`src/rtl/pipe_stage_reg.sv`:
```
// Pipeline stage register with valid/ready handshake, flush, bubble control zeroing and
// saturating stall counter. Define PIPE_STAGE_SKID_EN to compile in the 2-entry skid buffer.
module pipe_stage_reg #(
  parameter int DATA_W = 101,
  parameter int CTRL_W = 6,
  parameter int CNT_W  = 16
) (
  input  logic              clk,
  input  logic              reset_n,
  input  logic              in_valid,
  output logic              in_ready,
  input  logic [DATA_W-1:0] in_data,
  input  logic [CTRL_W-1:0] in_ctrl,
  output logic              out_valid,
  input  logic              out_ready,
  output logic [DATA_W-1:0] out_data,
  output logic [CTRL_W-1:0] out_ctrl,
  input  logic              flush,
  output logic [CNT_W-1:0]  stall_cnt,
  output logic [1:0]        dbg_state_o
);

  // Handshake: a transfer happens on a rising edge where valid && ready are both high;
  // the producer holds valid and its payload stable until ready is seen.
`ifdef PIPE_STAGE_SKID_EN
  typedef enum logic [1:0] {EMPTY = 2'd0, FULL = 2'd1, SKID = 2'd2} state_e;
`else
  typedef enum logic [1:0] {EMPTY = 2'd0, FULL = 2'd1} state_e;
`endif

  state_e            state_q, state_d;
  logic [DATA_W-1:0] m_data_q, m_data_d;
  logic [CTRL_W-1:0] m_ctrl_q, m_ctrl_d;
  logic [CNT_W-1:0]  stall_cnt_q, stall_cnt_d;
  logic              accept;
  logic              emit;

`ifdef PIPE_STAGE_SKID_EN
  logic [DATA_W-1:0] s_data_q, s_data_d;
  logic [CTRL_W-1:0] s_ctrl_q, s_ctrl_d;
  logic              in_ready_q;

  // in_ready is registered so out_ready never reaches upstream combinationally.
  assign in_ready = reset_n & in_ready_q;
`else
  assign in_ready = reset_n & (~out_valid | out_ready);
`endif

  assign out_valid   = (state_q != EMPTY);
  assign accept      = in_valid & in_ready;
  assign emit        = out_valid & out_ready;
  assign out_data    = m_data_q;
  assign out_ctrl    = out_valid ? m_ctrl_q : '0;
  assign stall_cnt   = stall_cnt_q;
  assign dbg_state_o = state_q;

  always_comb begin
    state_d     = state_q;
    m_data_d    = m_data_q;
    m_ctrl_d    = m_ctrl_q;
    stall_cnt_d = stall_cnt_q;
`ifdef PIPE_STAGE_SKID_EN
    s_data_d    = s_data_q;
    s_ctrl_d    = s_ctrl_q;
`endif

    if (out_valid && !out_ready && !(&stall_cnt_q)) begin
      stall_cnt_d = stall_cnt_q + CNT_W'(1);
    end

    if (flush) begin
      state_d = EMPTY;
`ifdef PIPE_STAGE_SKID_EN
      s_data_d = '0;
      s_ctrl_d = '0;
`endif
    end else begin
      case (state_q)
        EMPTY: begin
          if (accept) begin
            state_d  = FULL;
            m_data_d = in_data;
            m_ctrl_d = in_ctrl;
          end
        end
        FULL: begin
          if (accept && emit) begin
            m_data_d = in_data;
            m_ctrl_d = in_ctrl;
          end else if (emit) begin
            state_d = EMPTY;
`ifdef PIPE_STAGE_SKID_EN
          end else if (accept) begin
            state_d  = SKID;
            s_data_d = in_data;
            s_ctrl_d = in_ctrl;
`endif
          end
        end
`ifdef PIPE_STAGE_SKID_EN
        SKID: begin
          if (emit) begin
            state_d  = FULL;
            m_data_d = s_data_q;
            m_ctrl_d = s_ctrl_q;
            s_data_d = '0;
            s_ctrl_d = '0;
          end
        end
`endif
        default: state_d = EMPTY;
      endcase
    end
  end

  always_ff @(posedge clk) begin
    if (!reset_n) begin
      state_q     <= EMPTY;
      m_data_q    <= '0;
      m_ctrl_q    <= '0;
      stall_cnt_q <= '0;
`ifdef PIPE_STAGE_SKID_EN
      s_data_q    <= '0;
      s_ctrl_q    <= '0;
      in_ready_q  <= 1'b1;
`endif
    end else begin
      state_q     <= state_d;
      m_data_q    <= m_data_d;
      m_ctrl_q    <= m_ctrl_d;
      stall_cnt_q <= stall_cnt_d;
`ifdef PIPE_STAGE_SKID_EN
      s_data_q    <= s_data_d;
      s_ctrl_q    <= s_ctrl_d;
      in_ready_q  <= (state_d != SKID);
`endif
    end
  end

endmodule

```
`config.mk`:
```
export PLATFORM = sky130hd
export DESIGN_NAME = pipe_stage_reg
export DESIGN_NICKNAME = d
export VERILOG_FILES = /design/src/rtl/pipe_stage_reg.sv
export SDC_FILE = /design/constraint.sdc
export NUM_CORES = 1
export LEC_CHECK = 0
export BUFFER_PORTS_ARGS = -buffer_cell sky130_fd_sc_hd__buf_4
export CORE_ASPECT_RATIO = 1.2
export CORE_MARGIN = 4
export CORE_UTILIZATION = 47
export CTS_BUF_LIST = sky130_fd_sc_hd__clkbuf_4
export CTS_CLUSTER_DIAMETER = 200
export CTS_CLUSTER_SIZE = 24
export DETAILED_ROUTE_END_ITERATION = 10
export PLACE_DENSITY = 0.93
export SLEW_MARGIN = 0
export SYNTH_ARGS = -nofsm -noshare
export SYNTH_HDL_FRONTEND = slang
export SYNTH_SLANG_ARGS = --single-unit
```
`constraint.sdc`:
```
create_clock -name clk -period 2.3 [get_ports clk]
set_input_delay 0.69 -clock clk [delete_from_list [all_inputs] [get_ports clk]]
set_output_delay 0.69 -clock clk [all_outputs]
set_load 0.02 [all_outputs]
```
==> reports/qor.yml, run 1 <==
clocking:
  path_clk_slew_ns: 0.11
  cts_sinks: 124
  ctsResizeCount: 0
  clockBufferDepth: 2
  clk_latency_ns: 0.50
  cts_buffers: 17
  hold_buffers: 0
  root_buffer: "clkbuf_4"
  post_cts_buffers: 0
  cts_tree: "yes"
  htreeDepth: 4
route:
  vias: 4846
  viasPerCell: 5.19
  drc: 0
  wl_met2_mm: 7.27
  antenna_left: 0
  drt_pass1_iterations: 4
  top_layer_used: "met4"
  routed_wl_mm: 13.9
  wl_met1_mm: 4.84
  routed-wl-met3_mm: 1.25
  dr.first_iter.drc_count: 216
  drt-wirelength-per-cell_um: 14.8
critical_path:
  end_kind: "output pin"
  max_stage_delay_ns: 0.51
  required_ns: 1.61
  r2r_slack_ns: 0.37
  cp-start-kind: "flop"
  path_cells: "and2b_1 > nor2_1 > buf_4"
  critical-path-top-delay-family: "flip-flops"
  path_class: "reg2out"
  path_max_fanout: 11
  worst_ep_arrival_time_ns: 1.51
  path_buf_inv: 1
  cp_slowest_cell: "dfxtp_1"
logic_synthesis:
  yosysTopAreaCell: "dfxtp_1"
  synthTopCellsByArea: "dfxtp_1, nand2_1, a21oi_1"
  yosysWarnings: 0
  syn_nets: 690
  synthFlopType: "dfxtp_1"
  synth.cell_area_um2: 4670
  ys_async_sr_fraction: 0
  synth_top_area_share: 0.532
  syn-instance-count: 577
  yosysUniqueCellTypes: 43
  ys_seq_area_frac: 0.532
  ys_ff_latch: 124
  syn_area_per_cell_um2: 8.09
  synth-edff-count: 0
finish:
  nets: 911
  n_antenna_cell: 0
  drive_gt1_frac: 0.355
  area_growth_pct: 45.0
pwr:
  finalPower_mw: 4.11
  ir_drop_v: 0.000438
  power-per-cell-area_nw_per_um2: 607
  power_leakage_nw: 2.94
sta:
  setup_viol: 0
  tightest_slew_ns: 0.584
  fin_crit_ns: 2.20
  fin_skew_ns: 0.0130
  hold_viol: 0
  report.final.slew_viol_count: 0
  slew-limit-headroom: 0.608
  tns_ns: 0
  fmax_ghz: 0.455
  rsz0062_at_grt: "no"
  fin_crit_sh: 0.956
min_path:
  min_path_type: "in2reg"
global_routing:
  grt_pass1_wl_mm: 21.2
  grt_antenna_before_repair: 0
  grt_max_degree: 120
  grt.overflow.total: 0
  grt_usage: 0.227
  grt_pass1_vias: 4734
floorplanning:
  rows: 39
  core_um2: 9610
  die_area_um2: 11600
  die_w_um: 99.0
  num_io_pins: 239
  fp.dieH_um: 117
  initial_core_util: 0.486
run:
  maxCapViolations: 0
place:
  hpwl_mm: 10.1
  routabilityCongestion: 0.890
  portBuffers: 237
run_status:
  status: "complete, no violations"
[power breakdown]
group	switching, mW	internal (mW)
logic	0.264	0.254
clock network	0.781	0.563
registers	0.0358	2.21
total	1.08	3.03
[worst paths after layout]
kind                       start            to  depth (start not counted)
setup / recovery  dbg_state_o[0]      in_ready                          3
hold / removal        in_data[1]   out_data[1]                          3
setup reg to reg    stall_cnt[0]  stall_cnt[5]                          5
hold reg to reg      m_ctrl_q[2]   m_ctrl_q[2]                          2
[routing by layer]
metal  vias up  track usage
met3        44       0.0717
met1      2226        0.237
li1       2354            -
met2       222        0.405
met4         0        0.128
met5         -            0
[synthesized netlist by cell type (3+ instances only)]
cell      count
nand2_1     219
dfxtp_1     124
a21oi_1     116
clkbuf_1     17
buf_2        13
and2_1        6
nor2_1        6
or3_1         6
buf_4         5
nand4_1       5
buf_6         4
nand3_1       4
o21ai_1       4
buf_1         3
mux2i_1       3
nand2b_1      3
o21ai_0       3
o31ai_1       3
[cell families after synthesis]
kind of cell | synth area share
AND/OR/NAND/NOR | 0.256
AO/OA/AOI/OAI | 0.152
flip-flops | 0.532
buffers and inverters | 0.0485
multiplexers | 0.00643
adder cells (fa/ha/maj) | 0.00268
other | 0.000803
XOR/XNOR | 0.00188
[metrics by stage]
step,hold WS (ns),setup WS (ns),util,instances,area (um^2)
finish,0.418,0.102,0.704,934,6770
global route,0.391,0.00187,0.704,934,6770
floorplan,0.432,0.207,-,577,4670
global placement,0.439,0.318,0.678,902,6520
CTS,0.379,0.0616,0.704,934,6770
detailed placement,0.442,0.267,0.678,902,6520
[worst reg2reg max path, cell delays in order (launching register included)]
cell and delay, ns:
dfxtp_1 0.43, ha_1 0.26, nand3_1 0.21, nor4_4 0.63, or3_1 0.22, a21oi_1 0.06
[flip-flops by register name, indices dropped and copies added, names as in the netlist]
name,cells
out_data,101
m_ctrl_q,6
stall_cnt,16
dbg_state_o,1
[final cells by class]
type | count | area, um^2
well taps | 123 | 154
multi-input cells | 410 | 1970
inverters | 1 | 5.00
fillers | 737 | 2840
clock buffers | 20 | 150
clock inverters | 12 | 100
flip-flops and latches | 124 | 2480
repair buffers | 244 | 1910
[cell usage in the layout, fill, tap and decap left out, types with 2 or more instances in the layout]
cell type / netlist / layout
clkbuf_4: 0 / 20
and4_4: 2 / 2
mux2i_1: 3 / 3
dfxtp_1: 124 / 124
clkinv_4: 0 / 3
buf_4: 5 / 238
nand2_1: 219 / 219
o21ai_1: 4 / 4
nand2b_1: 3 / 3
and2b_1: 2 / 2
o21ai_0: 3 / 3
or4_1: 2 / 2
o31ai_1: 3 / 3
clkinv_2: 0 / 6
or3_1: 6 / 6
nand4_2: 2 / 2
nor3_1: 2 / 2
clkinvlp_4: 0 / 2
nand3_1: 4 / 4
o21a_1: 2 / 2
a21oi_1: 116 / 116
nand4_1: 5 / 5
nor2_1: 6 / 6
nor4_1: 2 / 2
and2_1: 6 / 6
buf_12: 0 / 6
Power figures use the tool's default switching activity.
==> run 2: changes to the inputs <==
RECOVER_POWER = 50   (was unset)
==> reports/qor.yml, run 2 (synthesized netlist as in run 1, its figures left out) <==
critical_path:
  required_ns: 1.61
  r2r_cells: 5
  worst_ep_arrival_time_ns: 1.50
  r2r-start: "dbg_state_o[0]"
  r2r_end: "out_data[98]"
  path_max_fanout: 11
  r2r_slack_ns: 0.28
  path_cells: "and2b_1 > nor2_1 > buf_4"
  path_class: "reg2out"
  max_stage_delay_ns: 0.52
  cp_slowest_cell: "dfxtp_1"
  cp-start-kind: "flop"
  end_kind: "output pin"
finish:
  area_growth_pct: 36.7
  final_common_cell: "nand2_1"
  drive_gt1_frac: 0.233
  fill_cells: 859
  nets: 911
  largest_reg_flops: 101
  final_cell_mix: "nand2_1, buf_4, dfxtp_1"
  n_antenna_cell: 0
  final_area_um2: 6380
sta:
  setup_viol: 0
  fin_skew_ns: 0.0136
  fin_crit_ns: 2.19
  tightest_slew_ns: 0.621
  report.final.slew_viol_count: 0
  slew-limit-headroom: 0.586
  hold_viol: 0
  fin_crit_sh: 0.953
  fmax_ghz: 0.456
  tns_ns: 0
  rsz0062_at_grt: "no"
floorplanning:
  core_um2: 9610
  die_w_um: 99.0
  initial_core_util: 0.486
  die_area_um2: 11600
  fp.dieH_um: 117
  rows: 39
  num_io_pins: 239
global_routing:
  grt_antenna_before_repair: 0
  grt_pass1_wl_mm: 21.2
  grt_pass1_vias: 4734
  grt.overflow.total: 0
  grt_usage: 0.227
  grt_max_degree: 120
min_path:
  hold_path_depth: 3
  min_from: "in_data[14]"
  hold_path_end: "out_data[14]"
  min_path_type: "in2reg"
clocking:
  post_cts_buffers: 0
  clockBufferDepth: 2
  cts_sinks: 124
  clk_latency_ns: 0.49
  root_buffer: "clkbuf_4"
  htreeDepth: 4
  hold_buffers: 0
  path_clk_slew_ns: 0.11
  ctsResizeCount: 0
  cts_tree: "yes"
  cts_buffers: 17
place:
  postPlaceCellArea_um2: 6520
  hpwl_mm: 10.1
  routabilityCongestion: 0.890
  portBuffers: 237
route:
  drc: 0
  drt-wirelength-per-cell_um: 14.9
  antenna_left: 0
  vias: 4824
  drt_pass1_iterations: 4
  routed_wl_mm: 13.9
  dr.first_iter.drc_count: 241
  viasPerCell: 5.16
pwr:
  power_leakage_nw: 2.51
  ir_drop_v: 0.000443
  power-per-cell-area_nw_per_um2: 636
  finalPower_mw: 4.06
run:
  maxCapViolations: 0
run_status:
  status: "complete, no violations"
[run 2: cell count changes in the layout (fill, tap and decap cells not counted), sizes merged]
cell / previous run / this run
clkbuf: 20 / 118
buf: 244 / 146
[run 2: how the worst max path moves through the flow]
| stage | startpoint | end | slack, ns | depth (start not counted) |
|---|---|---|---|---|
| CTS | dbg_state_o[0] | in_ready | 0.06 | 3 |
| floorplan | reset_n | in_ready | 0.21 | 4 |
| finish | dbg_state_o[0] | in_ready | 0.11 | 3 |
| detailed placement | out_ready | out_data[64] | 0.27 | 6 |
| global placement | out_ready | out_data[16] | 0.32 | 6 |
| global route | dbg_state_o[0] | in_ready | 0.002 | 3 |
[run 2: metrics by stage]
stage | util | hold WS [ns] | setup slack [ns] | instances
2_1_floorplan | - | 0.432 | 0.207 | 577
3_3_place_gp | 0.678 | 0.439 | 0.318 | 902
3_5_place_dp | 0.678 | 0.442 | 0.267 | 902
4_1_cts | 0.704 | 0.379 | 0.0616 | 934
5_1_grt | 0.664 | 0.391 | 0.00187 | 934
6_report | 0.664 | 0.423 | 0.108 | 934
[run 2: where the power goes]
group	total (mW)	leakage (nW)	switching, mW	internal [mW]
Combinational	0.469	1.37	0.263	0.206
Sequential	2.24	1.01	0.0343	2.21
Clock	1.34	0.140	0.780	0.563
Total	4.06	2.51	1.08	2.98
[run 2: routing by layer]
| metal | routed length (um) | part of all wire | track usage | up-vias |
|---|---|---|---|---|
| li1 | - | - | - | 2351 |
| met1 | 4970 | 0.36 | 0.237 | 2212 |
| met2 | 7190 | 0.52 | 0.405 | 218 |
| met3 | 1210 | 0.087 | 0.0717 | 43 |
| met4 | 521 | 0.037 | 0.128 | 0 |
| met5 | 0 | 0 | 0 | - |
[run 2: cell type report]
class                      instances  area (um^2)  area share
sequential                       124         2480       0.389
multi-input combinational        410         1960       0.307
timing repair buffer             244         1530       0.240
tap                              123          154      0.0241
clock buffer                      20          150      0.0235
clock inverter                    12          100      0.0157
inverter                           1         5.00    0.000784
[run 2: critical path: cells and delay by family, from the launching register on]
| family | cells | cell delay, ns |
|---|---|---|
| buf+inv | 1 | 0.16 |
| simple gates | 2 | 0.33 |
| flops | 1 | 0.52 |
